===== src/rtl/fifo_burst_rd_ctrl.sv =====
`default_nettype none
// ============================================================================
// Module   : fifo_burst_rd_ctrl
// Brief    : Burst read controller between the UART FIFO read port and the
//            transmitter. Settles, then moves words into a valid/ready register.
// Revision : 1.0 - initial release
// ============================================================================
module fifo_burst_rd_ctrl #(
    parameter int DATA_W      = 8,
    parameter int CNT_W       = 9,
    parameter int SYNC_STAGES = 2,
    parameter int SETTLE_CYC  = 10,
    parameter int RD_LAT      = 1
) (
    input  logic              sys_clk,
    input  logic              sys_rst_n,
    input  logic              almost_full,
    input  logic              empty,
    input  logic [DATA_W-1:0] fifo_dout,
    input  logic              rd_req,
    input  logic              mode,
    input  logic [CNT_W-1:0]  burst_len,
    input  logic              m_ready,
    output logic              fifo_rd_en,
    output logic [DATA_W-1:0] m_data,
    output logic              m_valid,
    output logic              busy,
    output logic              burst_done,
    output logic [CNT_W-1:0]  burst_cnt,
    output logic              short_burst
);

    localparam int c_SET_W = (SETTLE_CYC > 1) ? $clog2(SETTLE_CYC) : 1;
    localparam int c_LAT_W = $clog2(RD_LAT + 1);

    localparam logic [c_SET_W-1:0] c_SETTLE_LAST = c_SET_W'(SETTLE_CYC - 1);
    localparam logic [c_SET_W-1:0] c_SET_ONE     = c_SET_W'(1);
    localparam logic [c_LAT_W-1:0] c_LAT_LAST    = c_LAT_W'(RD_LAT);
    localparam logic [c_LAT_W-1:0] c_LAT_ONE     = c_LAT_W'(1);
    localparam logic [CNT_W-1:0]   c_CNT_ONE     = CNT_W'(1);
    localparam logic [CNT_W-1:0]   c_CNT_MAX     = {CNT_W{1'b1}};

    typedef enum logic [2:0] {
        S_IDLE   = 3'd0,
        S_SETTLE = 3'd1,
        S_ISSUE  = 3'd2,
        S_LAT    = 3'd3,
        S_HOLD   = 3'd4,
        S_DONE   = 3'd5
    } state_t;

    state_t               r_state;
    logic [SYNC_STAGES-1:0] r_af_sync;
    logic [c_SET_W-1:0]   r_settle_cnt;
    logic [c_LAT_W-1:0]   r_lat_cnt;
    logic                 r_mode;
    logic [CNT_W-1:0]     r_len;
    logic [CNT_W-1:0]     r_cnt;
    logic                 r_rd_en;
    logic [DATA_W-1:0]    r_m_data;
    logic                 r_m_valid;
    logic                 r_burst_done;
    logic                 r_short;
    logic                 w_af_sync;
    logic                 w_trigger;
    logic                 w_stop;

    // almost_full may originate in the write clock domain
    always_ff @(posedge sys_clk or negedge sys_rst_n) begin
        if (!sys_rst_n) begin
            r_af_sync <= '0;
        end else begin
            r_af_sync <= {r_af_sync[SYNC_STAGES-2:0], almost_full};
        end
    end

    assign w_af_sync = r_af_sync[SYNC_STAGES-1];
    assign w_trigger = w_af_sync | rd_req;
    // Length limit takes priority over empty; both end the burst the same way
    assign w_stop    = (r_mode && (r_cnt == r_len)) || empty;

    always_ff @(posedge sys_clk or negedge sys_rst_n) begin
        if (!sys_rst_n) begin
            r_state      <= S_IDLE;
            r_settle_cnt <= '0;
            r_lat_cnt    <= '0;
            r_mode       <= 1'b0;
            r_len        <= '0;
            r_cnt        <= '0;
            r_rd_en      <= 1'b0;
            r_m_data     <= '0;
            r_m_valid    <= 1'b0;
            r_burst_done <= 1'b0;
            r_short      <= 1'b0;
        end else begin
            r_rd_en      <= 1'b0;
            r_burst_done <= 1'b0;
            case (r_state)
                S_IDLE: begin
                    if (w_trigger) begin
                        r_mode       <= mode;
                        r_len        <= burst_len;
                        r_cnt        <= '0;
                        r_short      <= 1'b0;
                        r_settle_cnt <= '0;
                        r_state      <= S_SETTLE;
                    end
                end
                S_SETTLE: begin
                    if (r_settle_cnt == c_SETTLE_LAST) begin
                        r_state <= S_ISSUE;
                    end else begin
                        r_settle_cnt <= r_settle_cnt + c_SET_ONE;
                    end
                end
                S_ISSUE: begin
                    if (w_stop) begin
                        r_burst_done <= 1'b1;
                        r_short      <= r_mode && (r_cnt < r_len);
                        r_state      <= S_DONE;
                    end else begin
                        r_rd_en   <= 1'b1;
                        r_lat_cnt <= '0;
                        r_state   <= S_LAT;
                    end
                end
                S_LAT: begin
                    if (r_lat_cnt == c_LAT_LAST) begin
                        r_m_data  <= fifo_dout;
                        r_m_valid <= 1'b1;
                        r_state   <= S_HOLD;
                    end else begin
                        r_lat_cnt <= r_lat_cnt + c_LAT_ONE;
                    end
                end
                S_HOLD: begin
                    if (m_ready) begin
                        r_m_valid <= 1'b0;
                        if (r_cnt != c_CNT_MAX) begin
                            r_cnt <= r_cnt + c_CNT_ONE;
                        end
                        r_state <= S_ISSUE;
                    end
                end
                S_DONE: begin
                    r_state <= S_IDLE;
                end
                default: begin
                    r_state <= S_IDLE;
                end
            endcase
        end
    end

    assign fifo_rd_en  = r_rd_en;
    assign m_data      = r_m_data;
    assign m_valid     = r_m_valid;
    assign busy        = (r_state != S_IDLE);
    assign burst_done  = r_burst_done;
    assign burst_cnt   = r_cnt;
    assign short_burst = r_short;

endmodule
`default_nettype wire


===== config.mk =====
export PLATFORM = sky130hd
export DESIGN_NAME = fifo_burst_rd_ctrl
export DESIGN_NICKNAME = d
export VERILOG_FILES = /design/src/rtl/fifo_burst_rd_ctrl.sv
export SDC_FILE = /design/constraint.sdc
export NUM_CORES = 1
export LEC_CHECK = 0
export BUFFER_PORTS_ARGS = -buffer_cell sky130_fd_sc_hd__buf_2
export CELL_PAD_IN_SITES_DETAIL_PLACEMENT = 1
export CELL_PAD_IN_SITES_GLOBAL_PLACEMENT = 1
export CORE_MARGIN = 10
export CORE_UTILIZATION = 30
export CTS_BUF_LIST = sky130_fd_sc_hd__clkbuf_2
export CTS_CLUSTER_DIAMETER = 150
export CTS_CLUSTER_SIZE = 14
export DETAILED_ROUTE_END_ITERATION = 12
export MAX_ROUTING_LAYER = met4
export PLACE_DENSITY = 0.65
export SLEW_MARGIN = 20
export SYNTH_ARGS = -nofsm -noshare
export SYNTH_HDL_FRONTEND = slang
export SYNTH_SLANG_ARGS = --single-unit

===== constraint.sdc =====
create_clock -name sys_clk -period 3 [get_ports sys_clk]
set_input_delay 0.6 -clock sys_clk [delete_from_list [all_inputs] [get_ports sys_clk]]
set_output_delay 0.6 -clock sys_clk [all_outputs]
set_load 0.05 [all_outputs]

==> Yosys cells after proc, flatten, opt, wreduce, memory -nomap -nowiden <==
Index checks and enable logic that the tools add are counted.
{ "totals": {"regBits": 41} }
{ "op_classes": {"add_sub_neg": 3, "n_eq_ne": 15, "magnitude_cmp": 1, "bitwise": 1, "muxes": 26, "reduce_logical": 18} }
{ "op_table": {"columns": ["operator", "count"], "rows": [
  ["9-bit two-way mux", 3],
  ["9-bit one-hot mux with 2 select lines", 1],
  ["2-bit inequality test, second input constant", 8],
  ["3-bit two-way mux", 5],
  ["3-bit one-hot mux with 5 select lines", 1],
  ["1-bit two-way mux", 10],
  ["2-bit nonzero test", 5],
  ["9-bit by 1-bit adder with 9-bit output, second input constant", 1],
  ["9-bit equality test", 1],
  ["9-bit less-than comparator", 1],
  ["9-bit inequality test, second input constant", 1],
  ["3-bit AND reduction", 3],
  ["4-bit two-way mux", 2],
  ["4-bit one-hot mux with 2 select lines", 1],
  ["4-bit AND reduction", 2],
  ["3-bit by 2-bit equality test with 1-bit output, second input constant", 2],
  ["1-bit one-hot mux with 2 select lines", 3],
  ["2-bit AND reduction", 3],
  ["4-bit by 1-bit adder with 4-bit output, second input constant", 1],
  ["4-bit equality test, second input constant", 1],
  ["3-bit by 1-bit equality test with 1-bit output, second input constant", 1],
  ["3-bit equality test, second input constant", 1],
  ["3-bit zero test", 1],
  ["3-bit nonzero test", 1],
  ["4 further kinds", 5]
]} }

==> Longest topological paths before layout <==
{ "logic_depth": {"word_depth": 5, "ltp_mapped": 9} }

==> Least setup slack after synthesis <==
OpenSTA, ideal clock, no wires.
{ "synth_timing": {"path_type": "register -> register", "from": "reg r_cnt[0], in the netlist burst_cnt[0]", "to": "reg r_cnt[7], in the netlist burst_cnt[7]", "synth_period_minus_slack_ns": 2.406, "path_stages_with_launch": 10, "t_arrival_ns": 2.328, "setup_slack_ns": 0.594, "required_time_ns": 2.922, "setup_time_ns": 0.078, "path_cell_list": "dfrtp_1 -> ha_1 -> nand3_1 -> nor2_1 -> ha_1 -> nand3b_1 -> a21o_1 -> buf_6 -> or4_1 -> a21oi_1"} }
{ "synth_between": {"elab_chain_len": 4} }
{ "synth_rtl": {"columns": ["element", "line", "rtl"], "rows": [
  ["start: declaration", "58", "logic [CNT_W-1:0] r_cnt;"],
  ["start signal: assignment", "140", "r_cnt <= r_cnt + c_CNT_ONE;"],
  ["9-bit by 1-bit adder with 9-bit output", "140", null],
  ["9-bit two-way mux", "139", "if (r_cnt != c_CNT_MAX) begin"],
  ["9-bit two-way mux", "137", "if (m_ready) begin"],
  ["9-bit one-hot mux with 2 select lines", "98", "case (r_state)"]
]} }
Several ways; a longest one is shown, not always the timed one. The select of a mux whose other input is x is not followed.
A chain may end at the register's enable or synchronous reset.

==> Worst setup path in the final report <==
Ends and elaborated chain as after synthesis.

==> summary.md <==
| Metric | Value |
|---|---|
| Worst Setup Path Type | reg2reg |
| R2R depth | 8 |
| Slew @ Worst Pin | 963.8 ps |
| Sequential area share after synthesis | 50.65% |
| Post-synth cell types | 43 |
| CTS tree | built |
| Vias per cell | 5.022 |
| Core Box Area | 6459 µm² |
| Hold-fix buffers at CTS | 0 |
| Top-area cell type share of the netlist area | 50.65% |
| Final Util | 36.56% |
| Hold Slack | 256.0 ps |
| Std-Cell Rows | 29 |
| Crit. path cell count | 8 |
| Fmax | 426.1 MHz |
| Syn Area/Cell | 10.39 µm² |
| Slowest cell on crit path | or4_1 |
| Slew Limit Fails | 0 |
| First-pass GRT wire length | 8742 µm |
| Worst-Skew Late Latency | 420 ps |
| CP top delay family | simple AND/OR/NAND/NOR gates |
| Final HPWL DP | 3928 µm |
| Hold_sp | almost_full |
| Clock skew | 15.11 ps |
| RSZ-0062 raised after global routing | no |
| Max_slew headroom | 35.75% |
| ANT nets after route | 0 |
| Initial Util | 31.36% |
| CTS max path bufs | 2 |
| Top-count cell post-synth | dfrtp_1 |
| Worst VDD drop | 467.5 µV |
| DRC viols | 0 |
| Root Driver | clkbuf_2 |
| Syn_nets | 232 |
| CP peak stage delay | 510 ps |
| Tmin final | 2347 ps |
| Pre-CTS setup slack | 729.9 ps |
| Leak | 1.135 nW |
| Final Hold Fails | 0 |
| Synth Warn # | 0 |
| Post-synth top cells | dfrtp_1 (41), nand2_1 (21), o21ai_0 (16) |
| H-tree levels | 2 |
| Iter 0 DRT Violations | 58 |
| MaxCap Viol Count | 0 |
| Pin count of the biggest net entering global routing | 42 |
| Req. time, crit path | 3380 ps |
| Number of flops mapped to enable cells by yosys | 0 |
| Final nets | 279 |
| Period utilization | 78.23% |
| CP cell instances | ha_1, nand3_1, nor2_1, ha_1, nand3b_1, a21o_1, or4_1, a21oi_1 |
| Total Wirelength | 5197 µm |
| Post-CTS Setup Bufs | 0 |
| Final setup viols | 0 |
| DR WL/cell | 16.24 µm |
| CTS Buf Count | 5 |
| Mapped Area | 2026 µm² |
| Final GP Congestion | 0.6975 |
| CTS Sinks | 41 |
| Initial antenna violation count | 0 |
| Die X | 102.2 µm |
| Global Route Usage Sum | 10.78% |
| Most used DFF post-synth | dfrtp_1 |
| R2r startpoint | burst_cnt[0]$_DFFE_PN0P_ |
| P&R area growth vs syn | 16.55% |
| Status | complete, no violations |
| Layout cell share with drive strength beyond 1 | 27.98% |
| Die height | 102.2 µm |
| Cell taking the most area after synthesis | dfrtp_1 |
| Post-CTS sizing | 0 |
| Most used cell along the critical path | ha_1 |
| Hold Path Depth | 1 |
| Worst-path fanout max | 11 |
| Buf/Inv on CP | 0 |
| Crit. Startpoint | burst_cnt[0]$_DFFE_PN0P_ |
| Setup TNS | 0 ps |
| Crit path launch type | flip-flop |
| DRT Pass-1 Iters | 4 |
| Hold WC Path Type | in2reg |
| Worst endpoint data arrival time | 2720 ps |
| Cells after Synth | 195 |
| Pwr Density | 977.6 nW/µm² |
| Largest cells by area after synthesis | dfrtp_1 (51%), ha_1 (8.0%), mux2_2 (5.6%) |
| Asr flop ratio synth | 100.0% |
| Top Ports | 46 |
| Vias in the first global route | 1,781 |
| Setup ws final | 653.2 ps |
| Clk slew on worst S/H paths | 230 ps |
| Flops & latches, synth | 41 |
| # port buffers | 45 |
| CP Capture Type | flip-flop |
| Full die area | 10,440 µm² |
| GRT overflow | 0 |
| Ant. Diodes | 0 |
| Total via count in the routed design | 1,607 |
## power by group
group	internal [mW]	total (mW)	switching, mW
logic	0.375	1.16	0.788
clock network	0.0544	0.258	0.203
registers	0.749	0.887	0.138
total	1.18	2.31	1.13
## registers in the layout, summed over array words and instances (netlist names)
| name | count |
|---|---|
| short_burst | 1 |
| r_len | 9 |
| m_data | 8 |
| burst_done | 1 |
| r_settle_cnt | 4 |
| r_mode | 1 |
| r_lat_cnt | 1 |
| r_state | 3 |
| m_valid | 1 |
| fifo_rd_en | 1 |
| burst_cnt | 9 |
| r_af_sync | 2 |
## metrics by stage
| step | total power, mW | instance area [µm²] | cells |
|---|---|---|---|
| 6_report | 2.308 | 2361 | 320 |
| 5_1_grt | 2.517 | 2361 | 320 |
| 4_1_cts | 2.340 | 2361 | 320 |
| 3_5_place_dp | 2.079 | 2318 | 312 |
| 3_3_place_gp | 2.051 | 2318 | 312 |
| 2_1_floorplan | 1.781 | 2026 | 195 |
## area by class of cell
type	instances	area [µm²]
Tap cell	77	96.34
Clock inverter	3	17.52
Clock buffer	5	25.02
Multi-Input combinational cell	132	899.6
Fill cell	766	4098
Timing Repair Buffer	47	240.2
Inverter	15	56.30
Sequential cell	41	1026
## cells by family after synthesis
group	count (synthesis)	share of synthesized area [%]
fa+ha+maj	13	8.030
compound gates	46	14.08
buf+inv	22	4.941
xor+xnor	4	1.730
mux	11	6.053
simple gates	58	14.52
flops	41	50.65
## cell usage in the layout, fill, tap and decap left out, drive strengths merged, types with 2 or more instances in the layout
master / Yosys / final
buf: 5 / 47
dfrtp: 41 / 41
nand2: 21 / 21
o21ai: 16 / 16
inv: 15 / 15
ha: 13 / 13
mux2: 10 / 10
a21oi: 10 / 10
nor2: 9 / 9
nand3: 6 / 6
clkbuf: 2 / 5
nor3: 3 / 3
a21o: 3 / 3
o31ai: 3 / 3
or4: 3 / 3
a211oi: 3 / 3
xnor2: 3 / 3
a31oi: 3 / 3
nand4: 2 / 2
and4: 2 / 2
nand3b: 2 / 2
clkinv: 0 / 2
or3: 2 / 2
or2: 2 / 2
## final timing paths
check,to,slack [ps]
worst min register to register,r_af_sync[1]$_DFF_PN0_,380
worst max-delay path,burst_cnt[7]$_DFFE_PN0P_,650
min in group asynchronous,m_data[1]$_DFFE_PN0P_,300
worst min-delay path,r_af_sync[0]$_DFF_PN0_,260
max in group asynchronous,r_len[6]$_DFFE_PN0P_,2110
worst max register to register,burst_cnt[7]$_DFFE_PN0P_,650
## per-layer routing
layer | part of all wire (%) | GRT usage (%)
met3 | 6.8 | 3.846
met1 | 52 | 14.31
met5 | 0 | -
met2 | 41 | 15.21
met4 | 0.62 | 2.603
No activity file was read; power rests on OpenSTA's default activity.
